$ cat config.mk
export PLATFORM = sky130hd
export DESIGN_NAME = uart_rx_fifo
export DESIGN_NICKNAME = d
export VERILOG_FILES = /design/src/rtl/uart_pkg.sv /design/src/rtl/uart_fifo_mem.sv /design/src/rtl/uart_rx_fifo.sv
export SDC_FILE = /design/constraint.sdc
export NUM_CORES = 1
export LEC_CHECK = 0
export CORE_AREA = 2 2 105 117
export CTS_BUF_LIST = sky130_fd_sc_hd__clkbuf_8
export CTS_CLUSTER_DIAMETER = 60
export DETAILED_ROUTE_END_ITERATION = 6
export DIE_AREA = 0 0 107 119
export GPL_TIMING_DRIVEN = 1
export PLACE_DENSITY_LB_ADDON = 0.1
export SYNTH_ARGS = -nofsm -noshare
export SYNTH_HDL_FRONTEND = slang
export SYNTH_SLANG_ARGS = --single-unit
$ cat constraint.sdc
create_clock -name clk -period 5.93 [get_ports clk]
set_input_delay 1.186 -clock clk [delete_from_list [all_inputs] [get_ports clk]]
set_output_delay 1.186 -clock clk [all_outputs]
set_load 0.01 [all_outputs]
$ cat src/rtl/uart_pkg.sv
// Shared UART definitions.
// Holds default character width and FIFO depth, the UART bit-period
// oversample constant, and a helper that sizes occupancy counters.
package uart_pkg;

    localparam int unsigned UART_WIDTH = 8;   // bits per character
    localparam int unsigned FIFO_DEPTH = 16;  // receive FIFO entries
    localparam int unsigned BITLEN     = 16;  // oversample clocks per UART bit

    // Counter width able to hold 0..depth inclusive.
    function automatic int unsigned cnt_width(input int unsigned depth);
        return $clog2(depth) + 1;
    endfunction

endpackage

$ cat src/rtl/uart_fifo_mem.sv
// Simple dual-port RAM for the UART receive FIFO.
// Ports:
//   clk   - clock, write on rising edge
//   we    - write enable
//   waddr - write address
//   wdata - write data
//   raddr - read address
//   rdata - asynchronous read data at raddr
module uart_fifo_mem
    import uart_pkg::*;
#(
    parameter int unsigned WIDTH = UART_WIDTH,
    parameter int unsigned DEPTH = FIFO_DEPTH
) (
    input  logic                     clk,
    input  logic                     we,
    input  logic [$clog2(DEPTH)-1:0] waddr,
    input  logic [WIDTH-1:0]         wdata,
    input  logic [$clog2(DEPTH)-1:0] raddr,
    output logic [WIDTH-1:0]         rdata
);

    logic [WIDTH-1:0] mem [DEPTH];

    always_ff @(posedge clk) begin
        if (we) begin
            mem[waddr] <= wdata;
        end
    end

    assign rdata = mem[raddr];

endmodule

$ cat src/rtl/uart_rx_fifo.sv
// UART receive FIFO.
// Captures one character per rising edge of the receiver's data-ready level
// and buffers it in a first-word-fall-through FIFO.
// Ports:
//   clk, rst      - clock and synchronous active-high reset
//   in_data       - received character
//   in_flag       - receiver data-ready level
//   out_data      - head-of-FIFO character (holds last value when empty)
//   out_valid     - FIFO not empty
//   out_ready     - consumer accepts head character
//   count         - occupancy 0..DEPTH
//   full          - count == DEPTH
//   overflow      - sticky, set when a character is dropped
//   clr_overflow  - clears overflow (a same-cycle drop wins)
//   level_hit     - count >= THRESHOLD
module uart_rx_fifo
    import uart_pkg::*;
#(
    parameter int unsigned WIDTH     = UART_WIDTH,
    parameter int unsigned DEPTH     = FIFO_DEPTH,
    parameter int unsigned THRESHOLD = 12
) (
    input  logic                        clk,
    input  logic                        rst,
    input  logic [WIDTH-1:0]            in_data,
    input  logic                        in_flag,
    output logic [WIDTH-1:0]            out_data,
    output logic                        out_valid,
    input  logic                        out_ready,
    output logic [cnt_width(DEPTH)-1:0] count,
    output logic                        full,
    output logic                        overflow,
    input  logic                        clr_overflow,
    output logic                        level_hit
);

    localparam int unsigned AW = $clog2(DEPTH);
    localparam int unsigned CW = cnt_width(DEPTH);
    localparam logic [CW-1:0] FULL_CNT = CW'(DEPTH);
    localparam logic [CW-1:0] THR_CNT  = CW'(THRESHOLD);

    logic [AW-1:0]    wr_ptr_q, wr_ptr_d;
    logic [AW-1:0]    rd_ptr_q, rd_ptr_d;
    logic [CW-1:0]    count_q, count_d;
    logic             overflow_q, overflow_d;
    logic             flag_q;
    logic [WIDTH-1:0] hold_q;
    logic [WIDTH-1:0] ram_rdata;

    logic push_req;
    logic push_ok;
    logic pop;
    logic drop;

    // Status flags come from the registered count only.
    assign full      = (count_q == FULL_CNT);
    assign out_valid = (count_q != '0);
    assign level_hit = (count_q >= THR_CNT);
    assign count     = count_q;
    assign overflow  = overflow_q;

    // One push per character: edge of the data-ready level.
    assign push_req = in_flag & ~flag_q;
    assign pop      = out_valid & out_ready;
    // When full, a simultaneous pop frees the slot being written.
    assign push_ok  = push_req & (~full | pop);
    assign drop     = push_req & full & ~pop;

    // While empty the RAM slot at rd_ptr is stale, so show the last head instead.
    assign out_data = out_valid ? ram_rdata : hold_q;

    always_comb begin
        wr_ptr_d   = wr_ptr_q;
        rd_ptr_d   = rd_ptr_q;
        count_d    = count_q;
        overflow_d = overflow_q;

        if (push_ok) begin
            wr_ptr_d = wr_ptr_q + AW'(1);
        end
        if (pop) begin
            rd_ptr_d = rd_ptr_q + AW'(1);
        end

        unique case ({push_ok, pop})
            2'b10:   count_d = count_q + CW'(1);
            2'b01:   count_d = count_q - CW'(1);
            default: count_d = count_q;
        endcase

        if (drop) begin
            overflow_d = 1'b1;
        end else if (clr_overflow) begin
            overflow_d = 1'b0;
        end
    end

    always_ff @(posedge clk) begin
        if (rst) begin
            wr_ptr_q   <= '0;
            rd_ptr_q   <= '0;
            count_q    <= '0;
            overflow_q <= 1'b0;
            // Reset high so a level held across reset is not taken as a new character.
            flag_q     <= 1'b1;
            hold_q     <= '0;
        end else begin
            wr_ptr_q   <= wr_ptr_d;
            rd_ptr_q   <= rd_ptr_d;
            count_q    <= count_d;
            overflow_q <= overflow_d;
            flag_q     <= in_flag;
            hold_q     <= out_data;
        end
    end

    uart_fifo_mem #(
        .WIDTH (WIDTH),
        .DEPTH (DEPTH)
    ) u_mem (
        .clk   (clk),
        .we    (push_ok & ~rst),
        .waddr (wr_ptr_q),
        .wdata (in_data),
        .raddr (rd_ptr_q),
        .rdata (ram_rdata)
    );

endmodule
Word level (Yosys, flattened, before mapping)
Memory sizes are Yosys's and may differ from the RTL's. A register that Yosys moved wholly into a read port is not among the register bits.
Cells that the tools add are included.

word-level totals
  output and inout port bits = 17
  RAM bits = 128
  register bits after elaboration = 23
  input port bits = 13
  memories = 1
  logic and storage cells = 37

memory list
  memory     words  bits a word  rd ports  clocked after memory_dff  wr ports  line                 text
  u_mem.mem  16     8            1         1                         1         uart_fifo_mem.sv:23  logic [WIDTH-1:0] mem [DEPTH];

cells by class
  reduce and logical (&&, ||, !) cells = 3
  $add $sub $neg = 4
  $lt $le $gt $ge = 1
  eq/ne operators = 3
  mux-type cells = 8
  bitwise logic cells = 11

operator list
  cell                                                               count
  case mux 5 bit (2 select lines)                                    1
  adder 4 x 1 -> 4 bit, second input constant                        2
  two-way mux 4 bit                                                  2
  two-way mux 8 bit                                                  1
  bitwise AND 1 bit                                                  6
  adder 5 x 1 -> 5 bit, second input constant                        1
  == test 5 bit, second input constant                               1
  greater-or-equal comparator 5 x 4 -> 1 bit, second input constant  1
  nonzero test 5 bit                                                 1
  subtractor 5 x 1 -> 5 bit, second input constant                   1
  two-way mux 1 bit                                                  4
  inverter 1 bit                                                     4
  nonzero test 2 bit                                                 2
  == test 2 x 1 -> 1 bit, second input constant                      1
  == test 2 bit, second input constant                               1
  bitwise OR 1 bit                                                   1

Logic depth before layout (Yosys ltp)
  word-level depth = 7
  depth in mapped cells = 10
  mapped depth without buffers = 9

By module
Synthesis repeated with hierarchy kept, for this count alone.

unflattened totals
  cells, all modules = 343
  area total of the unflattened synthesis = 6139.6 um^2

by module, submodules not included
  module         area each (um^2)  seq. area each (um^2)  cells each  times used
  uart_fifo_mem  4987.3            3843.7                 221         1
  uart_rx_fifo   1152.4            460.4                  122         1

Worst setup path after synthesis
No wires, ideal clock.

  kind = input to register
  from = in in_flag
  to = reg count_q[4] (netlist: count[4])
  data arrival time = 2.811 ns
  library setup time = 0.128 ns
  stages = 9
  path buffers = 0
  setup slack = 2.992 ns
  data required time = 5.802 ns
  cell sequence = nor2b_1 -> a211oi_1 -> xor2_1 -> ha_1 -> nand3b_1 -> a2111oi_0 -> a31oi_1 -> xnor2_1 -> nor2_1

on the way
  longest elaborated chain between the ends = 4
  elaborated cells between the ends (all ways) = 6
  those cells by class = eq/ne (2); mux (1); bitwise (2); reduce/logical (1)

RTL lines
  element                                                                       line                 text
  from (decl)                                                                   uart_rx_fifo.sv:26   input logic in_flag,
  bitwise AND 1 bit (*)                                                         uart_rx_fifo.sv:63   assign push_req = in_flag & ~flag_q;
  bitwise AND 1 bit (*)                                                         uart_rx_fifo.sv:66   assign push_ok = push_req & (~full | pop);
  == test 2 x 1 -> 1 bit / == test 2 bit (equally long branches)                uart_rx_fifo.sv:85   unique case ({push_ok, pop})
  case mux 5 bit (2 select lines) / nonzero test 2 bit (equally long branches)  --
  to (signal assigned)                                                          uart_rx_fifo.sv:110  count_q <= count_d;
  to (decl)                                                                     uart_rx_fifo.sv:44   logic [CW-1:0] count_q, count_d;

Every way passes the cells marked *; elsewhere a longest branch is shown, timed or not.
A chain may end at the register's enable or synchronous reset.

==> metrics <==
DRT iter0 DRCs=between 200 and 300; GR Overflow Total=0; status=completed; area leader, netlist=edfxtp_1; RSZ-0062 raised after global routing=false; via count=roughly 3400; crit path kind=reg2out; Synth Cell Area=just over 6000 µm²; Min-Delay Endpoint=hold_q[4]$_SDFF_PP0_; ys async rst share=0%; vias in the first global route=between 3000 and 4000; Final Cell Area=roughly 7000 µm²; Max IR drop VDD=0.298 mV; most numerous cell in the Yosys netlist=edfxtp_1; Reg2Reg Setup Slack=about 3.3 ns; Synth Flop Type=edfxtp_1; Final #Nets=447; Warnings, synthesis=0; r2r endpoint=count[4]$_SDFFE_PP0P_; Root Driver=clkbuf_8; worst path required time=approximately 4.7 ns; Skew-Pair Late Insertion Delay=0.44 ns; Pwr Density=about 400 nW/µm²; top-area cell type share of the netlist area=between 60% and 70%; critical-path maximum fanout=28; Distinct cells, synth=43; CP cell instances=buf_4, mux4_2, mux2_2, nand2_1, nand3_1, clkdlybuf4s50_1; core box area=~12000 µm²; Synth-to-Final Area Change=12.8%; die width=between 100 and 150 µm; CP arrival=between 3 and 4 ns; DP Area=6620 µm²; worst hold start=hold_q[4]$_SDFF_PP0_; Min Clock Period, post-route=4.37 ns; Clock Tree Buf Depth=2; # clock sinks=about 160; post-layout util=roughly 60%; DP HPWL=approximately 8 mm; sequential share of the synthesized area=a little over two thirds; Clk pin slew, worst setup/hold paths=~0.08 ns; Vias/cell=between 5 and 6; Post-synth top cells=edfxtp_1 (128), nor2_1 (36), mux2i_1 (34), dfxtp_1 (27), nand2_1 (27); Worst Setup Start Kind=register; largest net degree at the start of global routing=37; IO Count=30; Total GRT Usage=21.3%; Setup Viol. Count Final=0; #FFs+latches synth=around 160; Mapped Cells=around 400; Mean Syn Cell Area=15.8 µm²; DRC Markers=0; max-cap check violation count=0; Post-CTS Hold Fix Bufs=0; fill count=a little over 900; Routability Congestion=0.805; Syn Nets=approximately 410; Setup TNS Final=0 ns; Worst R2R Start=count[2]$_SDFFE_PP0P_; pre-CTS WS=about 2 ns; Routed WL=roughly 12 mm; # port buffers=29; antenna violations before repair=0; part of the cycle the worst path needs=approximately 74%; Starting Density=between 50% and 60%; CP max stage cell=dfxtp_2; Initial DRT Pass Iterations=4; WL/cell=20.6 µm; Worst-Margin Slew=~1.0 ns; Hold Crit Class=reg2reg; Worst Setup Slack, final=1.56 ns; final hold violation count=0; share of cells above drive strength 1=approximately 14%; Worst R2R Path Depth=9; Hold Crit Depth=2; Critical Path End Type=primary output; diode count=0; Die Y=approximately 120 µm; H-tree Lvls=4; first-pass GRT wire length=approximately 20 mm; f_max=between 200 and 250 MHz; Max transition margin=between 30% and 40%; Antenna Violating Nets Remaining=0; max-slew violations=0; Post-synth EDFFs=between 100 and 150; CTS tree=done; synth top area cells=edfxtp_1 (62%), dfxtp_1 (8.7%), mux4_2 (5.8%); # rows=42; post-route clock skew=about 0.016 ns; leakage power=between 2 and 2.5 nW; # resized after CTS=0; CP max stage delay=0.94 ns; Post-CTS Setup Bufs=0; Num CTS Buffers=17; die area=roughly 13000 µm²
[critical path: cells and delay by family, from the launching register on]
kind	cells	cell delay, ns
buffers and inverters	2	0.82
DFF	1	0.94
and+or+nand+nor	2	0.18
muxes	2	0.78
[metal layers]
metal | up-vias | part of all wire (%) | GRT usage (%)
met5 | - | 0 | 0
met4 | 0 | 1.2 | 7.63
met3 | 13 | 5.5 | 5.53
met2 | 107 | 52 | 35.3
met1 | 1696 | 41 | 27.0
li1 | 1580 | - | -
[cells in the final DEF, fill, tap and decap left out, types with 2 or more instances in the layout]
cell type        Yosys  routed
mux2i_1             34      34
nand2b_1             3       3
nor2_1              36      36
nor2b_1              7       7
and2_1               2       2
clkbuf_8             0      17
a21oi_1              6       6
buf_4                6       2
nand3_1             16      16
nor3_1               2       2
mux4_2              16      16
xnor2_1              2       2
a211oi_1             2       2
a31oi_1              7       7
a22oi_1             17      17
clkinv_1             0       2
ha_1                 6       6
edfxtp_1           128     128
dfxtp_2              0       2
mux2_2               5       5
or3_1                2       2
clkdlybuf4s50_1      0      29
clkinvlp_4           0       3
nand2_1             27      27
bufinv_16            0       3
dfxtp_1             27      25
inv_1                6       7
xor2_1               8       8
nand3b_1             2       2
clkinv_2             0       5
[through the flow]
step           power [mW]  hold WS, ns  std cells
2_1_floorplan        1.76        0.453        394
3_3_place_gp         2.05        0.463        563
3_5_place_dp         2.05        0.469        563
4_1_cts              2.83        0.482        595
5_1_grt              2.96        0.511        595
6_report             2.81        0.482        595
[logic make-up after synthesis]
family / synth area share [%]
flip-flops: 70.5
AND/OR/NAND/NOR: 8.11
multiplexers: 12.2
AO/OA/AOI/OAI: 4.65
buffers and inverters: 1.95
XOR/XNOR: 1.41
adder cells (fa/ha/maj): 1.21
[flip-flops by register name, indices dropped and copies added, names as in the netlist, named ones only]
register and flops:
rd_ptr_q 4, hold_q 8, flag_q 1, u_mem.mem 128
wr_ptr_q 4, overflow 1, count 5
[where the power goes]
group / total (mW) / switching, mW / internal [mW] / leakage, nW
Sequential: 1.31 / 0.0903 / 1.22 / 1.37
Clock: 0.780 / 0.373 / 0.408 / 0.197
Combinational: 0.714 / 0.364 / 0.350 / 0.653
[final cells by class]
class                   instances  area, µm²  share of cell area (%)
flip-flops and latches        155       4390                    62.5
multi-input cells             216       1710                    24.4
repair buffers                 31        305                    4.35
clock buffers                  17        234                    3.34
well taps                     154        193                    2.75
clock inverters                15        158                    2.25
inverters                       7       26.3                   0.375
[worst max-delay path by stage]
stage,from,to,slack (ns),cells after the start
after detailed placement,register,out_data[4],1.98,6
after floorplan,in_flag,count[4]$_SDFFE_PP0P_,2.99,9
after global placement,register,out_data[4],2.01,6
final,register,out_data[4],1.56,6
after CTS,register,out_data[4],1.47,6
after global routing,register,out_data[4],1.32,6
Power figures use the tool's default switching activity.
